--- src/rtl/ppm16_mod_pkg.sv ---
// Shared types and constants for the 16-PPM transmitter.
// PPM16_MOD_GRAY_EN selects Gray-coded header/data nibbles.
package ppm16_pkg;

    typedef enum logic [1:0] {
        IDLE = 2'd0,
        PRE  = 2'd1,
        HDR  = 2'd2,
        DATA = 2'd3
    } ppm_state_e;

    localparam int PPM_CHIPS_PER_SYMBOL = 16;
    localparam int PPM_SYMBOL_BITS      = 4;
    localparam int LEN_BITS             = 8;

    localparam logic [PPM_SYMBOL_BITS-1:0] PRE_SYM_EVEN = 4'h0;
    localparam logic [PPM_SYMBOL_BITS-1:0] PRE_SYM_ODD  = 4'hF;

    // Nibble to pulse-position mapping; the preamble bypasses this.
    function automatic logic [PPM_SYMBOL_BITS-1:0] ppm_encode(input logic [PPM_SYMBOL_BITS-1:0] s);
`ifdef PPM16_MOD_GRAY_EN
        return s ^ (s >> 1);
`else
        return s;
`endif
    endfunction

endpackage

--- src/rtl/ppm16_mod_if.sv ---
// Packet-request, symbol-stream and chip-output signals of the 16-PPM transmitter.
interface ppm16_mod_if;
    import ppm16_pkg::*;

    logic                       tx_start;
    logic [LEN_BITS-1:0]        tx_len;
    logic                       din_valid;
    logic [PPM_SYMBOL_BITS-1:0] din;
    logic                       din_ready;
    logic                       dout;
    logic                       tx_busy;
    logic                       tx_done;
    logic                       underrun;

    modport master (
        output tx_start, tx_len, din_valid, din,
        input  din_ready, dout, tx_busy, tx_done, underrun
    );

    modport slave (
        input  tx_start, tx_len, din_valid, din,
        output din_ready, dout, tx_busy, tx_done, underrun
    );

endinterface

--- src/rtl/ppm16_mod_chip_timer.sv ---
// Sample-within-chip and chip-within-symbol counters for the 16-PPM transmitter.
module ppm16_chip_timer
    import ppm16_pkg::*;
#(
    parameter int CHIP_BITS = 4
) (
    input  logic       clk,
    input  logic       reset,
    input  logic       clear_i,
    input  logic       en_i,
    output logic [3:0] chip_cnt_o,
    output logic       last_sample_of_chip_o,
    output logic       symbol_boundary_o
);

    localparam int SW = (CHIP_BITS > 1) ? $clog2(CHIP_BITS) : 1;
    localparam logic [SW-1:0] SAMPLE_LAST = SW'(CHIP_BITS - 1);
    localparam logic [3:0]    CHIP_LAST   = 4'(PPM_CHIPS_PER_SYMBOL - 1);

    logic [SW-1:0] sample_cnt_q, sample_cnt_d;
    logic [3:0]    chip_cnt_q, chip_cnt_d;

    assign last_sample_of_chip_o = (sample_cnt_q == SAMPLE_LAST);
    assign symbol_boundary_o     = last_sample_of_chip_o && (chip_cnt_q == CHIP_LAST);
    assign chip_cnt_o            = chip_cnt_q;

    always_comb begin
        sample_cnt_d = sample_cnt_q;
        chip_cnt_d   = chip_cnt_q;
        if (clear_i) begin
            sample_cnt_d = '0;
            chip_cnt_d   = '0;
        end else if (en_i) begin
            if (last_sample_of_chip_o) begin
                sample_cnt_d = '0;
                chip_cnt_d   = chip_cnt_q + 4'd1;
            end else begin
                sample_cnt_d = sample_cnt_q + SW'(1);
            end
        end
    end

    always_ff @(posedge clk) begin
        if (reset) begin
            sample_cnt_q <= '0;
            chip_cnt_q   <= '0;
        end else begin
            sample_cnt_q <= sample_cnt_d;
            chip_cnt_q   <= chip_cnt_d;
        end
    end

endmodule

--- src/rtl/ppm16_mod.sv ---
// 16-PPM packet transmitter: preamble, 2-symbol length header, then data chips on dout.
// Define PPM16_MOD_GRAY_EN to Gray-code header/data nibbles before pulse mapping.
module ppm16_mod
    import ppm16_pkg::*;
#(
    parameter int CHIP_BITS        = 4,
    parameter int PREAMBLE_SYMBOLS = 8
) (
    input  logic         clk,
    input  logic         reset,
    ppm16_mod_if.slave   bus
);

    localparam logic [LEN_BITS-1:0] PRE_LAST = LEN_BITS'(PREAMBLE_SYMBOLS - 1);

    ppm_state_e                 state_q, state_d;
    logic [LEN_BITS-1:0]        sym_cnt_q, sym_cnt_d;
    logic [LEN_BITS-1:0]        len_q, len_d;
    logic [LEN_BITS-1:0]        acc_cnt_q, acc_cnt_d;
    logic [PPM_SYMBOL_BITS-1:0] cur_sym_q, cur_sym_d;
    logic                       cur_blank_q, cur_blank_d;
    logic [PPM_SYMBOL_BITS-1:0] hold_q, hold_d;
    logic                       hold_full_q, hold_full_d;
    logic                       dout_q, dout_d;
    logic                       done_q, done_d;
    logic                       underrun_q, underrun_d;

    logic       start, busy, din_ready, xfer;
    logic       take_data, finish;
    logic [3:0] chip_cnt, chip_nxt;
    logic       last_sample, boundary;

    assign busy      = (state_q != IDLE);
    assign start     = (state_q == IDLE) && bus.tx_start;
    assign din_ready = !hold_full_q && busy && (acc_cnt_q < len_q);
    assign xfer      = bus.din_valid && din_ready;
    assign chip_nxt  = last_sample ? chip_cnt + 4'd1 : chip_cnt;

    ppm16_chip_timer #(
        .CHIP_BITS (CHIP_BITS)
    ) u_timer (
        .clk                   (clk),
        .reset                 (reset),
        .clear_i               (start),
        .en_i                  (busy),
        .chip_cnt_o            (chip_cnt),
        .last_sample_of_chip_o (last_sample),
        .symbol_boundary_o     (boundary)
    );

    // Registers track the sample currently on dout; _d computes the next one.
    always_comb begin
        state_d     = state_q;
        sym_cnt_d   = sym_cnt_q;
        len_d       = len_q;
        acc_cnt_d   = acc_cnt_q;
        cur_sym_d   = cur_sym_q;
        cur_blank_d = cur_blank_q;
        hold_d      = hold_q;
        hold_full_d = hold_full_q;
        underrun_d  = underrun_q;
        done_d      = 1'b0;
        dout_d      = 1'b0;
        take_data   = 1'b0;
        finish      = 1'b0;

        case (state_q)
            IDLE: begin
                if (bus.tx_start) begin
                    state_d     = PRE;
                    sym_cnt_d   = '0;
                    len_d       = bus.tx_len;
                    acc_cnt_d   = '0;
                    cur_sym_d   = PRE_SYM_EVEN;
                    cur_blank_d = 1'b0;
                    hold_full_d = 1'b0;
                    underrun_d  = 1'b0;
                end
            end
            PRE: begin
                if (boundary) begin
                    if (sym_cnt_q == PRE_LAST) begin
                        state_d   = HDR;
                        sym_cnt_d = '0;
                        cur_sym_d = ppm_encode(len_q[7:4]);
                    end else begin
                        sym_cnt_d = sym_cnt_q + 8'd1;
                        cur_sym_d = sym_cnt_q[0] ? PRE_SYM_EVEN : PRE_SYM_ODD;
                    end
                end
            end
            HDR: begin
                if (boundary) begin
                    if (sym_cnt_q == '0) begin
                        sym_cnt_d = 8'd1;
                        cur_sym_d = ppm_encode(len_q[3:0]);
                    end else if (len_q == '0) begin
                        finish = 1'b1;
                    end else begin
                        state_d   = DATA;
                        sym_cnt_d = '0;
                        take_data = 1'b1;
                    end
                end
            end
            DATA: begin
                if (boundary) begin
                    if (sym_cnt_q == len_q - 8'd1) begin
                        finish = 1'b1;
                    end else begin
                        sym_cnt_d = sym_cnt_q + 8'd1;
                        take_data = 1'b1;
                    end
                end
            end
            default: state_d = IDLE;
        endcase

        // An empty holding register at a data boundary yields a blank symbol.
        if (take_data) begin
            if (hold_full_q) begin
                cur_sym_d   = ppm_encode(hold_q);
                cur_blank_d = 1'b0;
                hold_full_d = 1'b0;
            end else begin
                cur_blank_d = 1'b1;
                underrun_d  = 1'b1;
            end
        end

        if (finish) begin
            state_d = IDLE;
            done_d  = 1'b1;
        end

        if (start) begin
            dout_d = (PRE_SYM_EVEN == 4'd0);
        end else if (busy && !finish) begin
            if (boundary) dout_d = !cur_blank_d && (cur_sym_d == 4'd0);
            else          dout_d = !cur_blank_q && (cur_sym_q == chip_nxt);
        end

        if (xfer) begin
            hold_d      = bus.din;
            hold_full_d = 1'b1;
            acc_cnt_d   = acc_cnt_q + 8'd1;
        end
    end

    always_ff @(posedge clk) begin
        if (reset) begin
            state_q     <= IDLE;
            sym_cnt_q   <= '0;
            len_q       <= '0;
            acc_cnt_q   <= '0;
            cur_sym_q   <= '0;
            cur_blank_q <= 1'b0;
            hold_q      <= '0;
            hold_full_q <= 1'b0;
            dout_q      <= 1'b0;
            done_q      <= 1'b0;
            underrun_q  <= 1'b0;
        end else begin
            state_q     <= state_d;
            sym_cnt_q   <= sym_cnt_d;
            len_q       <= len_d;
            acc_cnt_q   <= acc_cnt_d;
            cur_sym_q   <= cur_sym_d;
            cur_blank_q <= cur_blank_d;
            hold_q      <= hold_d;
            hold_full_q <= hold_full_d;
            dout_q      <= dout_d;
            done_q      <= done_d;
            underrun_q  <= underrun_d;
        end
    end

    assign bus.din_ready = din_ready;
    assign bus.dout      = dout_q;
    assign bus.tx_busy   = busy;
    assign bus.tx_done   = done_q;
    assign bus.underrun  = underrun_q;

endmodule

--- src/flat_wrapper.sv ---
// flat-port wrapper written by rule: the top's interface ports become plain ports
module ppm16_mod_flat import ppm16_pkg::*;
#(
    parameter int CHIP_BITS        = 4,
    parameter int PREAMBLE_SYMBOLS = 8
)
  (clk, reset, bus_tx_start, bus_tx_len, bus_din_valid, bus_din, bus_din_ready, bus_dout, bus_tx_busy, bus_tx_done, bus_underrun);
  ppm16_mod_if bus_i ();
  input  logic clk;
  input  logic reset;
  input wire logic [$bits(bus_i.tx_start)-1:0] bus_tx_start;
  input wire logic [$bits(bus_i.tx_len)-1:0] bus_tx_len;
  input wire logic [$bits(bus_i.din_valid)-1:0] bus_din_valid;
  input wire logic [$bits(bus_i.din)-1:0] bus_din;
  output wire logic [$bits(bus_i.din_ready)-1:0] bus_din_ready;
  output wire logic [$bits(bus_i.dout)-1:0] bus_dout;
  output wire logic [$bits(bus_i.tx_busy)-1:0] bus_tx_busy;
  output wire logic [$bits(bus_i.tx_done)-1:0] bus_tx_done;
  output wire logic [$bits(bus_i.underrun)-1:0] bus_underrun;
  assign bus_i.tx_start = bus_tx_start;
  assign bus_i.tx_len = bus_tx_len;
  assign bus_i.din_valid = bus_din_valid;
  assign bus_i.din = bus_din;
  assign bus_din_ready = bus_i.din_ready;
  assign bus_dout = bus_i.dout;
  assign bus_tx_busy = bus_i.tx_busy;
  assign bus_tx_done = bus_i.tx_done;
  assign bus_underrun = bus_i.underrun;
  ppm16_mod #(.CHIP_BITS(CHIP_BITS), .PREAMBLE_SYMBOLS(PREAMBLE_SYMBOLS)) u_core (.clk(clk), .reset(reset), .bus(bus_i));
endmodule
--- config.mk ---
export PLATFORM = sky130hd
export DESIGN_NAME = ppm16_mod_flat
export DESIGN_NICKNAME = d
export VERILOG_FILES = /design/src/rtl/ppm16_mod_pkg.sv /design/src/rtl/ppm16_mod_if.sv /design/src/rtl/ppm16_mod_chip_timer.sv /design/src/rtl/ppm16_mod.sv /design/src/flat_wrapper.sv
export SDC_FILE = /design/constraint.sdc
export NUM_CORES = 1
export LEC_CHECK = 0
export CORE_MARGIN = 3
export CORE_UTILIZATION = 50
export CTS_BUF_LIST = sky130_fd_sc_hd__clkbuf_8
export CTS_CLUSTER_DIAMETER = 50
export DETAILED_ROUTE_END_ITERATION = 7
export GPL_ROUTABILITY_DRIVEN = 1
export HOLD_SLACK_MARGIN = 0.05
export MAX_ROUTING_LAYER = met4
export PLACE_DENSITY_LB_ADDON = 0.05
export REMOVE_ABC_BUFFERS = 1
export SYNTH_ARGS = -nofsm -noshare
export SYNTH_HDL_FRONTEND = slang
export SYNTH_SLANG_ARGS = --single-unit
--- constraint.sdc ---
create_clock -name clk -period 2.3 [get_ports clk]
set_input_delay 0.46 -clock clk [delete_from_list [all_inputs] [get_ports clk]]
set_output_delay 0.46 -clock clk [all_outputs]
set_load 0.01 [all_outputs]
==> impl_metrics.csv <==
group,metric,value,unit
run_status,status,"finished with violations",
run_status,violations,"setup timing",
critical_path,path_buf_inv,1,
critical_path,ff2ff_path_depth,10,
place,gp_congestion,0.913,
clock_tree,numCtsBuffers,5,
power_and_ir_drop,power.total,3.25,mW
yosys,synth_top_cell_by_area,"dfxtp_1",
floorplanning,die-area,0.00682,mm2
timing,clock_skew,0.00907,ns
clock_tree,htreeDepth,2,
critical_path,cpMaxStageDelayCell,"or3b_4",
power_and_ir_drop,powerDensity,842,mW/mm2
timing,slew_headroom,68.1,%
critical_path,cp_num_cells,10,
timing,period_share,101,%
critical_path,path_max_fanout,6,
yosys,ys_top_cells_by_area,"dfxtp_1 (31%), ha_1 (7.7%), nor2_1 (5.4%)",
critical_path,r2r_start,"u_core.len_q[0]",
min_path,holdCritPathClass,"flop to flop",
critical_path,endpoint,"u_core.bus.dout",
grt,grt_overflow,0,
grt,grt_pass1_vias,2714,
critical_path,crit_type,"flop to flop",
critical_path,max_stage_delay,0.40,ns
grt,antenna_found_initial,0,
grt,grt_pass1_wl,13.0,mm
critical_path,r2r_end,"u_core.bus.dout",
yosys,synth_ff_type,"dfxtp_1",
floorplanning,die_w,82.6,um
grt,use_met3,4.12,%
critical_path,startpoint_type,"flop",
critical_path,worstSetupStartpoint,"u_core.len_q[0]",
layout,post-route-util,68.7,%
timing,fin_crit,2.32,ns
timing,final_hold_viol_count,0,
clock_tree,root_buffer,"clkbuf_8",
routing,vias,2882,
yosys,ys_ff_latch,45,
clock_tree,cts.sinks,45,
timing,setup-violations-final,1,
grt,grt_max_degree,17,
yosys,synth-edff-count,0,
yosys,synthesis.area,0.00293,mm2
layout,fillCellCount,492,
floorplanning,rows,27,
critical_path,critPathCaptureType,"flop",
clock_tree,cts_tree,"built",
yosys,synthArstFlopShare,0,%
grt,top_usage_layer,"met2",
grt,gr-usage-met2,42.5,%
timing,tightestPinTransition,0.478,ns
routing,drt_iter0_markers,168,
yosys,ys.warnings.count,0,
critical_path,cp.required,2.53,ns
place,place_hpwl,5.97,mm
clock_tree,holdBufCountCts,0,
critical_path,crit_chain,"inv_2, ha_4, or3b_4, nor3_4, xnor2_2, nand4_1, o211ai_2, mux2i_1, a211oi_1, nor3_1",
routing,via_per_inst,5.65,
power_and_ir_drop,ir_drop,0.000445,V
floorplanning,start_util,52.3,%
layout,area_growth,31.4,%
place,dp.cells,498,
yosys,syn_inst,366,
power_and_ir_drop,power_leakage,1.56,nW
floorplanning,core,0.00561,mm2
layout,drive_gt1_share,24.9,%
routing,drc_errors,0,
yosys,syn_area_per_cell,8.01,um2
place,pre_cts_ws,-0.125,ns
timing,final-max-slew-violation-count,0,
layout,finalNetCount,471,
clock_tree,clock_latency,0.31,ns
grt,grtUsageTotal,25.5,%
floorplanning,die_y,82.6,um
floorplanning,io_pins,21,
routing,routed_wirelength,7.86,mm
clock_tree,clk_pin_slew,0.10,ns
routing,ant_nets,0,
clock_tree,clk_path_buf_depth,2,
critical_path,reg2reg_slack,-0.02,ns
run,drv_cap,0,
grt,grt_use_met1,31.8,%
routing,wl_per_cell,15.4,um
layout,n_antenna_cell,0,
timing,setup_ws,-0.0169,ns
timing,rsz0062_at_grt,"true",
yosys,yosysUniqueCellTypes,62,
critical_path,crit_arrival,2.55,ns
timing,max_freq,432,MHz
layout,finalNonFillerCells,510,
critical_path,path_delay_family,"simple AND/OR/NAND/NOR gates",
routing,drtPass1Iterations,4,
place,port_buffers,20,
yosys,yosys.area.top_type_share,30.7,%
yosys,ys_seq_area_share,30.7,%
[layout make-up]
| type | count | area [um2] | area share (%) |
|---|---|---|---|
| clock buffer | 5 | 68.8 | 1.79 |
| multi-input combinational | 286 | 2020 | 52.5 |
| sequential | 45 | 910 | 23.6 |
| timing repair buffer | 83 | 676 | 17.5 |
| tap | 72 | 90.1 | 2.34 |
| inverter | 16 | 62.6 | 1.62 |
| clock inverter | 3 | 25.0 | 0.649 |
[worst register-to-register path, delay by kind of cell, from the launching register on]
kind | cells | cell delay, ns
multiplexers | 1 | 0.26
AO/OA/AOI/OAI | 2 | 0.36
buffers and inverters | 1 | 0.07
flip-flops | 1 | 0.38
adder cells (fa/ha/maj) | 1 | 0.12
AND/OR/NAND/NOR | 4 | 0.93
XOR/XNOR | 1 | 0.13
[cells in the final DEF (no fill, tap or decap), types with 2 or more instances in the layout]
cell	instances
buf_4	61
nor2_1	41
dfxtp_1	40
nand2_1	38
a21oi_1	23
clkdlybuf4s50_1	19
ha_1	15
inv_1	14
xnor2_1	14
nand3_1	14
a31oi_1	12
mux2i_1	10
nor3_1	8
xor2_1	8
nor2b_1	6
nand4_1	6
or3_1	5
clkbuf_8	5
o21ai_1	4
and3_1	4
o31ai_1	4
o21ai_0	4
dfxtp_2	4
a21o_1	3
o22ai_1	3
and2_1	3
a22o_1	3
a311oi_1	3
a21oi_2	2
or4_1	2
nor4_1	2
a211oi_2	2
a211oi_1	2
a22oi_1	2
ha_4	2
inv_6	2
buf_6	2
[routing by layer]
metal / vias up / part of all wire [%] / wire [um]
met3: 11 / 3.9 / 310
met2: 62 / 49 / 3880
met5: - / 0 / 0
li1: 1456 / - / -
met4: 0 / 1.6 / 128
met1: 1353 / 45 / 3540
[state kept, by name, indices dropped and copies added, names as in the netlist]
register	count
u_core.bus.tx_done	1
u_core.bus.dout	1
u_core.state_q	2
u_core.u_timer.sample_cnt_q	2
u_core.bus.underrun	1
u_core.acc_cnt_q	8
u_core.cur_sym_q	4
u_core.hold_full_q	1
u_core.hold_q	4
u_core.len_q	8
u_core.cur_blank_q	1
u_core.u_timer.chip_cnt_o	4
u_core.sym_cnt_q	8
[through the flow]
step / hold WS (ns) / TNS [ns] / area [um2]
detailed placement: 0.484 / -0.727 / 3580
finish: 0.494 / -0.0169 / 3850
CTS: 0.498 / -0.00297 / 3750
global route: 0.523 / -1.80 / 3850
global placement: 0.471 / -0.0638 / 3580
floorplan: 0.462 / -0.396 / 2850
[cell usage after synthesis, types with 2 or more instances]
cell / count
and2_1: 3
a21oi_1: 25
or4_1: 2
a311oi_1: 3
nand2_1: 38
a211o_1: 2
mux2i_1: 10
a21o_1: 4
a211oi_1: 4
nand3_1: 14
a31oi_1: 13
nor2b_1: 6
inv_1: 16
nor4_1: 3
or3_1: 5
a22oi_1: 2
nand4_1: 6
nor2_1: 42
a22o_1: 3
clkbuf_1: 13
o31ai_1: 4
nor3_1: 9
xor2_1: 8
o21ai_1: 2
o21ai_0: 6
buf_2: 4
nor4b_1: 2
and3_1: 4
nor3b_1: 2
dfxtp_1: 45
ha_1: 18
o22ai_1: 4
xnor2_1: 15
[logic make-up (layout without fill, tap and decap cells)]
| kind of cell | count (synthesis) | after routing | synth area share (%) |
|---|---|---|---|
| simple gates | 145 | 145 | 24.2 |
| compound gates | 89 | 89 | 21.8 |
| flops | 45 | 45 | 30.7 |
| buf+inv | 35 | 107 | 4.91 |
| xor+xnor | 23 | 23 | 6.87 |
| fa+ha+maj | 18 | 18 | 7.68 |
| mux | 11 | 11 | 3.80 |
[worst min path at each step]
stage                                   start                        endpoint  cells after the start
6_report       u_core.u_timer.sample_cnt_q[1]  u_core.u_timer.sample_cnt_q[1]                      2
5_1_grt        u_core.u_timer.sample_cnt_q[1]  u_core.u_timer.sample_cnt_q[1]                      2
4_1_cts        u_core.u_timer.sample_cnt_q[1]  u_core.u_timer.sample_cnt_q[1]                      2
3_5_place_dp   u_core.u_timer.sample_cnt_q[1]  u_core.u_timer.sample_cnt_q[1]                      2
3_3_place_gp              u_core.bus.underrun             u_core.bus.underrun                      2
2_1_floorplan  u_core.u_timer.sample_cnt_q[1]  u_core.u_timer.sample_cnt_q[1]                      2
[timing repair]
action	in CTS	in global routing
endpoints found under the setup margin	16	23
gates cloned	0	0
pin swaps	4	11
gates resized for setup	20	21
setup buffers	2	2
endpoints found under the hold margin	0	0
[where the power goes]
group / switching [mW] / total (mW) / internal (mW)
combinational: 0.922 / 1.77 / 0.852
sequential: 0.0742 / 0.945 / 0.871
clock: 0.304 / 0.526 / 0.222
total: 1.30 / 3.25 / 1.94
No activity file was read; power rests on OpenSTA's default activity.
